$ cat src/rtl/bp_reg_burst_if.sv
// BytePipe byte-stream bus: a downstream byte channel (host to slave) and an
// upstream response channel (slave to host), each with valid/ready.
`timescale 1ns/1ps
interface bp_reg_burst_if;
   logic [7:0] ds_data;
   logic       ds_valid;
   logic       ds_ready;
   logic [7:0] us_data;
   logic       us_valid;
   logic       us_ready;

   modport master (
      output ds_data, ds_valid, us_ready,
      input  ds_ready, us_data, us_valid
   );

   modport slave (
      input  ds_data, ds_valid, us_ready,
      output ds_ready, us_data, us_valid
   );
endinterface

$ cat src/rtl/bp_reg_burst.sv
// BytePipe register-file slave with burst access. A command byte
// {wr, addr[6:0]} and (when LEN_EN) a length byte start a run of count+1
// consecutive data bytes with an auto-incrementing 7-bit address. Every data
// byte yields exactly one response byte: the read data for reads, the
// pre-write register value for writes. Unimplemented addresses read as 0 and
// ignore writes.
`timescale 1ns/1ps
module bp_reg_burst #(
   parameter int N_REG  = 64,
   parameter bit LEN_EN = 1'b1
) (
   input  logic                 i_clk,
   input  logic                 i_rst,
   input  logic                 i_cg,
   bp_reg_burst_if.slave        bp,
   output logic [8*N_REG-1:0]   o_regs
);

   typedef enum logic [1:0] {IDLE, LEN, WDATA, RDATA} state_t;

   state_t             state;
   logic [6:0]         addr;
   logic [7:0]         count;
   logic               wr;
   logic [7:0]         data_q;
   logic               valid_q;
   logic [8*N_REG-1:0] regs;

   logic in_acc;
   logic out_acc;

   // Register read with unimplemented addresses returning zero.
   function automatic logic [7:0] rd(input logic [6:0] a);
      logic [7:0] v;
      v = 8'h00;
      if (int'(a) < N_REG) v = regs[8*int'(a) +: 8];
      return v;
   endfunction

   // Input is refused while a read burst streams, and while an unaccepted
   // response is still pending so no response can ever be overwritten.
   assign bp.ds_ready = i_cg && (state != RDATA) && (!valid_q || bp.us_ready);
   assign in_acc      = bp.ds_valid && bp.ds_ready;
   assign out_acc     = valid_q && bp.us_ready;
   assign bp.us_data  = data_q;
   assign bp.us_valid = valid_q;
   assign o_regs      = regs;

   // Transaction FSM, response register and register file.
   always_ff @(posedge i_clk) begin
      if (i_rst) begin
         state   <= IDLE;
         addr    <= '0;
         count   <= '0;
         wr      <= 1'b0;
         data_q  <= '0;
         valid_q <= 1'b0;
         regs    <= '0;
      end else if (i_cg) begin
         // An accepted response retires unless a branch below reloads it.
         if (out_acc) valid_q <= 1'b0;
         unique case (state)
            IDLE: begin
               if (in_acc) begin
                  wr   <= bp.ds_data[7];
                  addr <= bp.ds_data[6:0];
                  if (LEN_EN) begin
                     state <= LEN;
                  end else begin
                     count <= '0;
                     if (bp.ds_data[7]) begin
                        state <= WDATA;
                     end else begin
                        // No length byte: the read response starts right away.
                        state   <= RDATA;
                        data_q  <= rd(bp.ds_data[6:0]);
                        valid_q <= 1'b1;
                     end
                  end
               end
            end
            LEN: begin
               if (in_acc) begin
                  count <= bp.ds_data;
                  if (wr) begin
                     state <= WDATA;
                  end else begin
                     state   <= RDATA;
                     data_q  <= rd(addr);
                     valid_q <= 1'b1;
                  end
               end
            end
            WDATA: begin
               if (in_acc) begin
                  // Response carries the value being overwritten.
                  data_q  <= rd(addr);
                  valid_q <= 1'b1;
                  if (int'(addr) < N_REG) regs[8*int'(addr) +: 8] <= bp.ds_data;
                  if (count == 8'd0) begin
                     state <= IDLE;
                  end else begin
                     addr  <= addr + 7'd1;
                     count <= count - 8'd1;
                  end
               end
            end
            RDATA: begin
               if (out_acc) begin
                  if (count == 8'd0) begin
                     valid_q <= 1'b0;
                     state   <= IDLE;
                  end else begin
                     // Preload the next byte so a ready host gets one per cycle.
                     addr    <= addr + 7'd1;
                     count   <= count - 8'd1;
                     data_q  <= rd(addr + 7'd1);
                     valid_q <= 1'b1;
                  end
               end
            end
            default: state <= IDLE;
         endcase
      end
   end

endmodule

$ cat src/flat_wrapper.sv
// flat-port wrapper written by rule: the top's interface ports become plain ports
module bp_reg_burst_flat 
#(
   parameter int N_REG  = 64,
   parameter bit LEN_EN = 1'b1
)
  (i_clk, i_rst, i_cg, o_regs, bp_ds_data, bp_ds_valid, bp_us_ready, bp_ds_ready, bp_us_data, bp_us_valid);
  bp_reg_burst_if bp_i ();
  input  logic i_clk;
  input  logic i_rst;
  input  logic i_cg;
  output logic [8*N_REG-1:0] o_regs;
  input wire logic [$bits(bp_i.ds_data)-1:0] bp_ds_data;
  input wire logic [$bits(bp_i.ds_valid)-1:0] bp_ds_valid;
  input wire logic [$bits(bp_i.us_ready)-1:0] bp_us_ready;
  output wire logic [$bits(bp_i.ds_ready)-1:0] bp_ds_ready;
  output wire logic [$bits(bp_i.us_data)-1:0] bp_us_data;
  output wire logic [$bits(bp_i.us_valid)-1:0] bp_us_valid;
  assign bp_i.ds_data = bp_ds_data;
  assign bp_i.ds_valid = bp_ds_valid;
  assign bp_i.us_ready = bp_us_ready;
  assign bp_ds_ready = bp_i.ds_ready;
  assign bp_us_data = bp_i.us_data;
  assign bp_us_valid = bp_i.us_valid;
  bp_reg_burst #(.N_REG(N_REG), .LEN_EN(LEN_EN)) u_core (.i_clk(i_clk), .i_rst(i_rst), .i_cg(i_cg), .bp(bp_i), .o_regs(o_regs));
endmodule
$ cat config.mk
export PLATFORM = sky130hd
export DESIGN_NAME = bp_reg_burst_flat
export DESIGN_NICKNAME = d
export VERILOG_FILES = /design/src/rtl/bp_reg_burst_if.sv /design/src/rtl/bp_reg_burst.sv /design/src/flat_wrapper.sv
export SDC_FILE = /design/constraint.sdc
export NUM_CORES = 2
export LEC_CHECK = 0
export BUFFER_PORTS_ARGS = -buffer_cell sky130_fd_sc_hd__buf_2
export CORE_UTILIZATION = 40
export CTS_BUF_LIST = sky130_fd_sc_hd__clkbuf_16
export CTS_CLUSTER_SIZE = 8
export DETAILED_ROUTE_END_ITERATION = 6
export GPL_ROUTABILITY_DRIVEN = 0
export PLACE_DENSITY = 0.62
export SKIP_CTS_REPAIR_TIMING = 1
export SLEW_MARGIN = 20
export SYNTH_ARGS = -nofsm -noshare
export SYNTH_HDL_FRONTEND = slang
export SYNTH_SLANG_ARGS = --single-unit
$ cat constraint.sdc
create_clock -name i_clk -period 3.9 [get_ports i_clk]
set_input_delay 0.39 -clock i_clk [delete_from_list [all_inputs] [get_ports i_clk]]
set_output_delay 0.39 -clock i_clk [all_outputs]
set_load 0.05 [all_outputs]
# ---- Word level (Yosys, flattened, before mapping)
# Index checks and enable logic that the tools add are counted.
dict set report totals {
  reg_bits 539
  latch_bits 0
  ram_bits 0
  rom_bits 0
  out_inout_bits 522
  wordCells 75
  n_memories 0
}
dict set report op_classes {
  n_addsub 3
  multipliers 0
  div 0
  magnitude_cmp 2
  n_eq_ne 10
  shifts 4
  mux 33
  bitwise_logic 1
  reduce_logical 15
}
# op n
set op_table {}
lappend op_table {{512-bit by 11-bit variable part select with 8-bit output} 2}
lappend op_table {{512-bit bitwise mux} 1}
lappend op_table {{8-bit by 33-bit variable shift with 512-bit output, first input constant} 1}
lappend op_table {{8-bit by 33-bit variable part select with 512-bit output} 1}
lappend op_table {{8-bit 2-to-1 mux} 11}
lappend op_table {{8-bit one-hot mux with 3 select lines} 2}
lappend op_table {{10-bit negator with 33-bit output} 1}
lappend op_table {{7-bit 2-to-1 mux} 4}
lappend op_table {{7-bit one-hot mux with 3 select lines} 1}
lappend op_table {{5-bit AND reduction} 3}
lappend op_table {{7-bit < comparator, second input constant} 2}
lappend op_table {{2-bit 2-to-1 mux} 5}
lappend op_table {{8-bit zero test} 1}
lappend op_table {{2-bit by 1-bit != test with 1-bit output, second input constant} 4}
lappend op_table {{2-bit one-hot mux with 4 select lines} 1}
lappend op_table {{8-bit by 1-bit subtractor with 8-bit output, second input constant} 1}
lappend op_table {{7-bit by 1-bit adder with 7-bit output, second input constant} 1}
lappend op_table {{1-bit 2-to-1 mux} 7}
lappend op_table {{7-bit AND reduction} 1}
lappend op_table {{2-bit != test, second input constant} 3}
lappend op_table {{2-bit == test, second input constant} 2}
lappend op_table {{1-bit logical AND} 4}
lappend op_table {{1-bit one-hot mux with 4 select lines} 1}
lappend op_table {{4-bit AND reduction} 1}
lappend op_table {{other kinds (7)} 7}

# ---- Depth between registers and ports, before layout
dict set report depth {
  word_depth 6
  mapped_depth 17
  mapped_depth_nobuf 11
}

# ---- Least setup slack after synthesis
# No wires, ideal clock.
dict set report synth_timing {
  path_type {flip-flop to flip-flop}
  startpoint {reg u_core.addr[0]}
  endpoint {reg u_core.regs[113], in the netlist u_core.o_regs[113]}
  t_arrival_ps 3552
  required_time_ps 3772
  slack_ps 220
  stages_incl_launch_ff 17
  n_path_buf 5
  period_less_slack_ps 3680
  path_cell_list {dfxtp_1 -> buf_4 -> buf_4 -> buf_6 -> buf_4 -> inv_2 -> ha_1 -> nor3b_2 -> and2_1 -> ha_1 -> nand2b_1 -> nor4_4 -> nand4_4 -> buf_6 -> nor3_4 -> mux2i_1 -> nor2_1}
}
dict set report synth_via {
  elab_chain_cells 3
}
# item line
set synth_rtl {}
lappend synth_rtl {{from (decl)} bp_reg_burst.sv:22} ;# logic [6:0] addr;
lappend synth_rtl {{from (signal assigned)} bp_reg_burst.sv:66} ;# addr <= bp.ds_data[6:0];
lappend synth_rtl {{from (signal assigned)} bp_reg_burst.sv:103} ;# addr <= addr + 7'd1;
lappend synth_rtl {{from (signal assigned)} bp_reg_burst.sv:115} ;# addr <= addr + 7'd1;
lappend synth_rtl {{10-bit negator with 33-bit output} bp_reg_burst.sv:99} ;# if (int'(addr) < N_REG) regs[8*int'(addr) +: 8] <= bp.ds_data;
lappend synth_rtl {{8-bit by 33-bit variable part select with 512-bit output or 8-bit by 33-bit variable shift with 512-bit output (tied branches)} bp_reg_burst.sv:99}
lappend synth_rtl {{512-bit bitwise mux} bp_reg_burst.sv:99}
lappend synth_rtl {{to (decl)} bp_reg_burst.sv:27} ;# logic [8*N_REG-1:0] regs;
# Parallel ways exist; a longest one is shown, timed or not.
# A chain may end at the register's enable or synchronous reset.

# ---- Worst setup path after layout
dict set report layout_timing {
  startpoint {reg u_core.addr[2]}
  endpoint {reg u_core.data_q[7], in the netlist u_core.bp.us_data[7]}
}
dict set report layout_via {
  elab_chain_cells 6
}
# item line
set layout_rtl {}
lappend layout_rtl {{7-bit by 1-bit adder with 7-bit output} bp_reg_burst.sv:117} ;# data_q <= rd(addr + 7'd1);
lappend layout_rtl {{512-bit by 11-bit variable part select with 8-bit output or 7-bit < comparator (tied branches)} bp_reg_burst.sv:36} ;# if (int'(a) < N_REG) v = regs[8*int'(a) +: 8];
lappend layout_rtl {{8-bit 2-to-1 mux} bp_reg_burst.sv:36}
lappend layout_rtl {{8-bit 2-to-1 mux} bp_reg_burst.sv:110} ;# if (count == 8'd0) begin
lappend layout_rtl {{8-bit 2-to-1 mux} bp_reg_burst.sv:109} ;# if (out_acc) begin
lappend layout_rtl {{8-bit one-hot mux with 3 select lines *} bp_reg_burst.sv:62} ;# unique case (state)
lappend layout_rtl {{to (signal assigned)} bp_reg_burst.sv:76} ;# data_q <= rd(bp.ds_data[6:0]);
lappend layout_rtl {{to (signal assigned)} bp_reg_burst.sv:89} ;# data_q <= rd(addr);
lappend layout_rtl {{to (signal assigned)} bp_reg_burst.sv:117}
lappend layout_rtl {{to (decl)} bp_reg_burst.sv:25} ;# logic [7:0] data_q;
# Mark *: on every way between the ends. The rest lies on a longest branch, timed or not. The select of a mux whose other input is x is not followed.

==> impl_metrics.env <==
export IMPL_yosys_top_cells_area="dfxtp_1 (36%), mux4_2 (19%), mux2i_1 (7.1%), nand2_1 (7.0%), a21oi_1 (6.5%)"
export IMPL_grt_pass1_vias=28900
export IMPL_ir_worst_vdd_mv=0.278
export IMPL_syn_nets=3304
export IMPL_dp_cells=4614
export IMPL_synth_edf_count=0
export IMPL_yosysTopAreaCell="dfxtp_1"
export IMPL_layout_commonest_cell="nand2_1"
export IMPL_fmax_mhz=260
export IMPL_ys_ff_latch=539
export IMPL_fp_dieW_um=276
export IMPL_start_kind="flip-flop"
export IMPL_rows=99
export IMPL_cap_violations=0
export IMPL_synthArstFlopShare_pct=0
export IMPL_finalNonFillerCells=4709
export IMPL_drive_gt1_share_pct=28.9
export IMPL_grt_pass1_wl_mm=216
export IMPL_antenna_found_initial=13
export IMPL_postSynthCellCount=3287
export IMPL_rsz0062_at_grt="true"
export IMPL_cts_made_buffers=77
export IMPL_clk_path_buf_depth=3
export IMPL_grt_max_degree=132
export IMPL_cts_tree="yes"
export IMPL_syn_to_final_growth_pct=19.5
export IMPL_cts_root_buf="clkbuf_16"
export IMPL_hold_path_class="input pin to flip-flop"
export IMPL_final_cell_mix="nand2_1 (556), dfxtp_1 (535), buf_2 (533), a21oi_1 (388), nor2_1 (281)"
export IMPL_crit_required_ns=4.44
export IMPL_ys_seq_area_share_pct=36.0
export IMPL_final_setup_tns_ns=0
export IMPL_htree_levels=3
export IMPL_remaining_drc_errors=69
export IMPL_die_height_um=276
export IMPL_io_buffers=534
export IMPL_violations="DRC"
export IMPL_worst_pin_slew_ns=1.21
export IMPL_drv_slew=0
export IMPL_period_share_pct=98.5
export IMPL_synth_top_area_share_pct=36.0
export IMPL_num_vias=31900
export IMPL_power_density_nw_per_um2=366
export IMPL_reg2reg_slack_ns=0.06
export IMPL_arrival_ns=4.38
export IMPL_grt_use_total_pct=39.7
export IMPL_overflow=0
export IMPL_hold_viol_final=0
export IMPL_critPathKind="flip-flop to flip-flop"
export IMPL_final_nets=3752
export IMPL_cp_end_kind="flip-flop"
export IMPL_avgSynthCellArea_um2=9.11
export IMPL_cts_sink_count=539
export IMPL_crit_fanout=44
export IMPL_slew_headroom_pct=18.9
export IMPL_vias_per_cell=6.78
export IMPL_clk_latency_ns=0.64
export IMPL_die_area_um2=76000
export IMPL_clock_skew_ns=0.0216
export IMPL_yosys_cell_types_count=65
export IMPL_p_leak_nw=13.2
export IMPL_dp_hpwl_mm=115
export IMPL_start_util_pct=40.7
export IMPL_ios=535
export IMPL_synth_main_ff_cell="dfxtp_1"
export IMPL_core_area_um2=73600
export IMPL_utilization_pct=48.6
export IMPL_fillers=7104
export IMPL_drt_initial_drc_count=6260
export IMPL_total_power_mw=13.1
export IMPL_setup_violations=0
export IMPL_syn_area_um2=29900
export IMPL_fin_crit_ns=3.84
export IMPL_antenna_left=0
export IMPL_ys_warn_count=0
export IMPL_clkTransAtPathRegs_ns=0.05
export IMPL_avgRoutedWirePerCell_um=33.0
export IMPL_drt_total_wl_mm=155
export IMPL_outcome="finished, violations left"
export IMPL_firstDrtPassIters=7
metrics by stage:
step | area (µm²) | setup WS (ns) | hold slack [ns]
final | 35800 | 0.0582 | 0.138
after floorplan | 29900 | 0.220 | 0.465
after CTS | 35700 | -0.0294 | 0.122
after global routing | 35800 | -0.00341 | 0.166
after detailed placement | 33700 | -0.00741 | 0.473
after global placement | 33700 | -0.177 | 0.467
cells by family after synthesis:
logic type | count (synthesis) | share of synthesized area (%)
XOR/XNOR | 14 | 0.435
multiplexers | 472 | 26.3
AO/OA/AOI/OAI | 629 | 11.7
flip-flops | 539 | 36.0
adder cells (fa/ha/maj) | 4 | 0.167
buffers and inverters | 285 | 4.32
AND/OR/NAND/NOR | 1344 | 21.1
layer usage:
| metal | part of all wire (%) | up-vias | wire length (µm) | track usage, % |
|---|---|---|---|---|
| met4 | 7.4 | 12 | 11500 | 23.2 |
| met1 | 35 | 15500 | 54700 | 50.3 |
| met3 | 15 | 694 | 23600 | 14.7 |
| met2 | 42 | 2895 | 65400 | 57.4 |
| met5 | 0.14 | - | 218 | 1.57 |
| li1 | - | 12900 | - | - |
sequential cells by signal, summed over array words and instances, names as in the netlist:
register,cells
u_core.bp.us_data,8
u_core.wr,1
u_core.bp.us_valid,1
u_core.count,8
u_core.addr,7
u_core.state,2
u_core.o_regs,512
power breakdown:
part	switching, mW	internal, mW
sequential	0.0221	5.52
clock	2.55	3.60
combinational	1.02	0.377
total	3.60	9.50
path summary, 6_finish.rpt:
path,cells after the start,startpoint,end
worst max register to register,9,u_core.addr[2],u_core.bp.us_data[7]
worst min-delay path,4,bp_us_ready,u_core.bp.us_valid
worst max-delay path,9,u_core.addr[2],u_core.bp.us_data[7]
worst min register to register,2,u_core.o_regs[178],u_core.o_regs[178]
cells in the mapped netlist, types with 8 or more instances:
master    number
dfxtp_1      539
nor3_2        16
mux2i_1      212
nand2b_1      20
a22oi_1       32
a311oi_1      13
buf_1         10
nand4_1       32
nor2_2        15
nor3_4        17
mux2_2         9
mux4_2       251
o21ai_0      117
nand3_1      259
and2_1        18
nor2_1       282
and3_1        65
o22ai_1       13
buf_2         62
a211oi_1      15
buf_6         10
a21oi_1      391
or2_2          8
nor2b_1       13
clkbuf_1     176
nand2_1      556
buf_4         19
worst max-delay path: stages (launching register included):
cell	delay [ns]
dfxtp_4	0.48
buf_4	0.68
nand3_1	0.43
xnor2_2	0.23
buf_4	0.22
buf_4	0.31
and3_1	0.24
nor4_1	0.70
a311oi_1	0.12
a311oi_1	0.30
area by class of cell:
| type | instances | area, µm² | area share, % |
|---|---|---|---|
| clock buffer | 80 | 2000 | 5.60 |
| timing repair buffer | 646 | 3660 | 10.2 |
| tap | 959 | 1200 | 3.35 |
| sequential | 539 | 10800 | 30.2 |
| inverter | 8 | 30.0 | 0.0839 |
| clock inverter | 9 | 62.6 | 0.175 |
| multi-input combinational | 2463 | 18000 | 50.3 |
| antenna | 5 | 12.5 | 0.0350 |
Power figures use the tool's default switching activity.
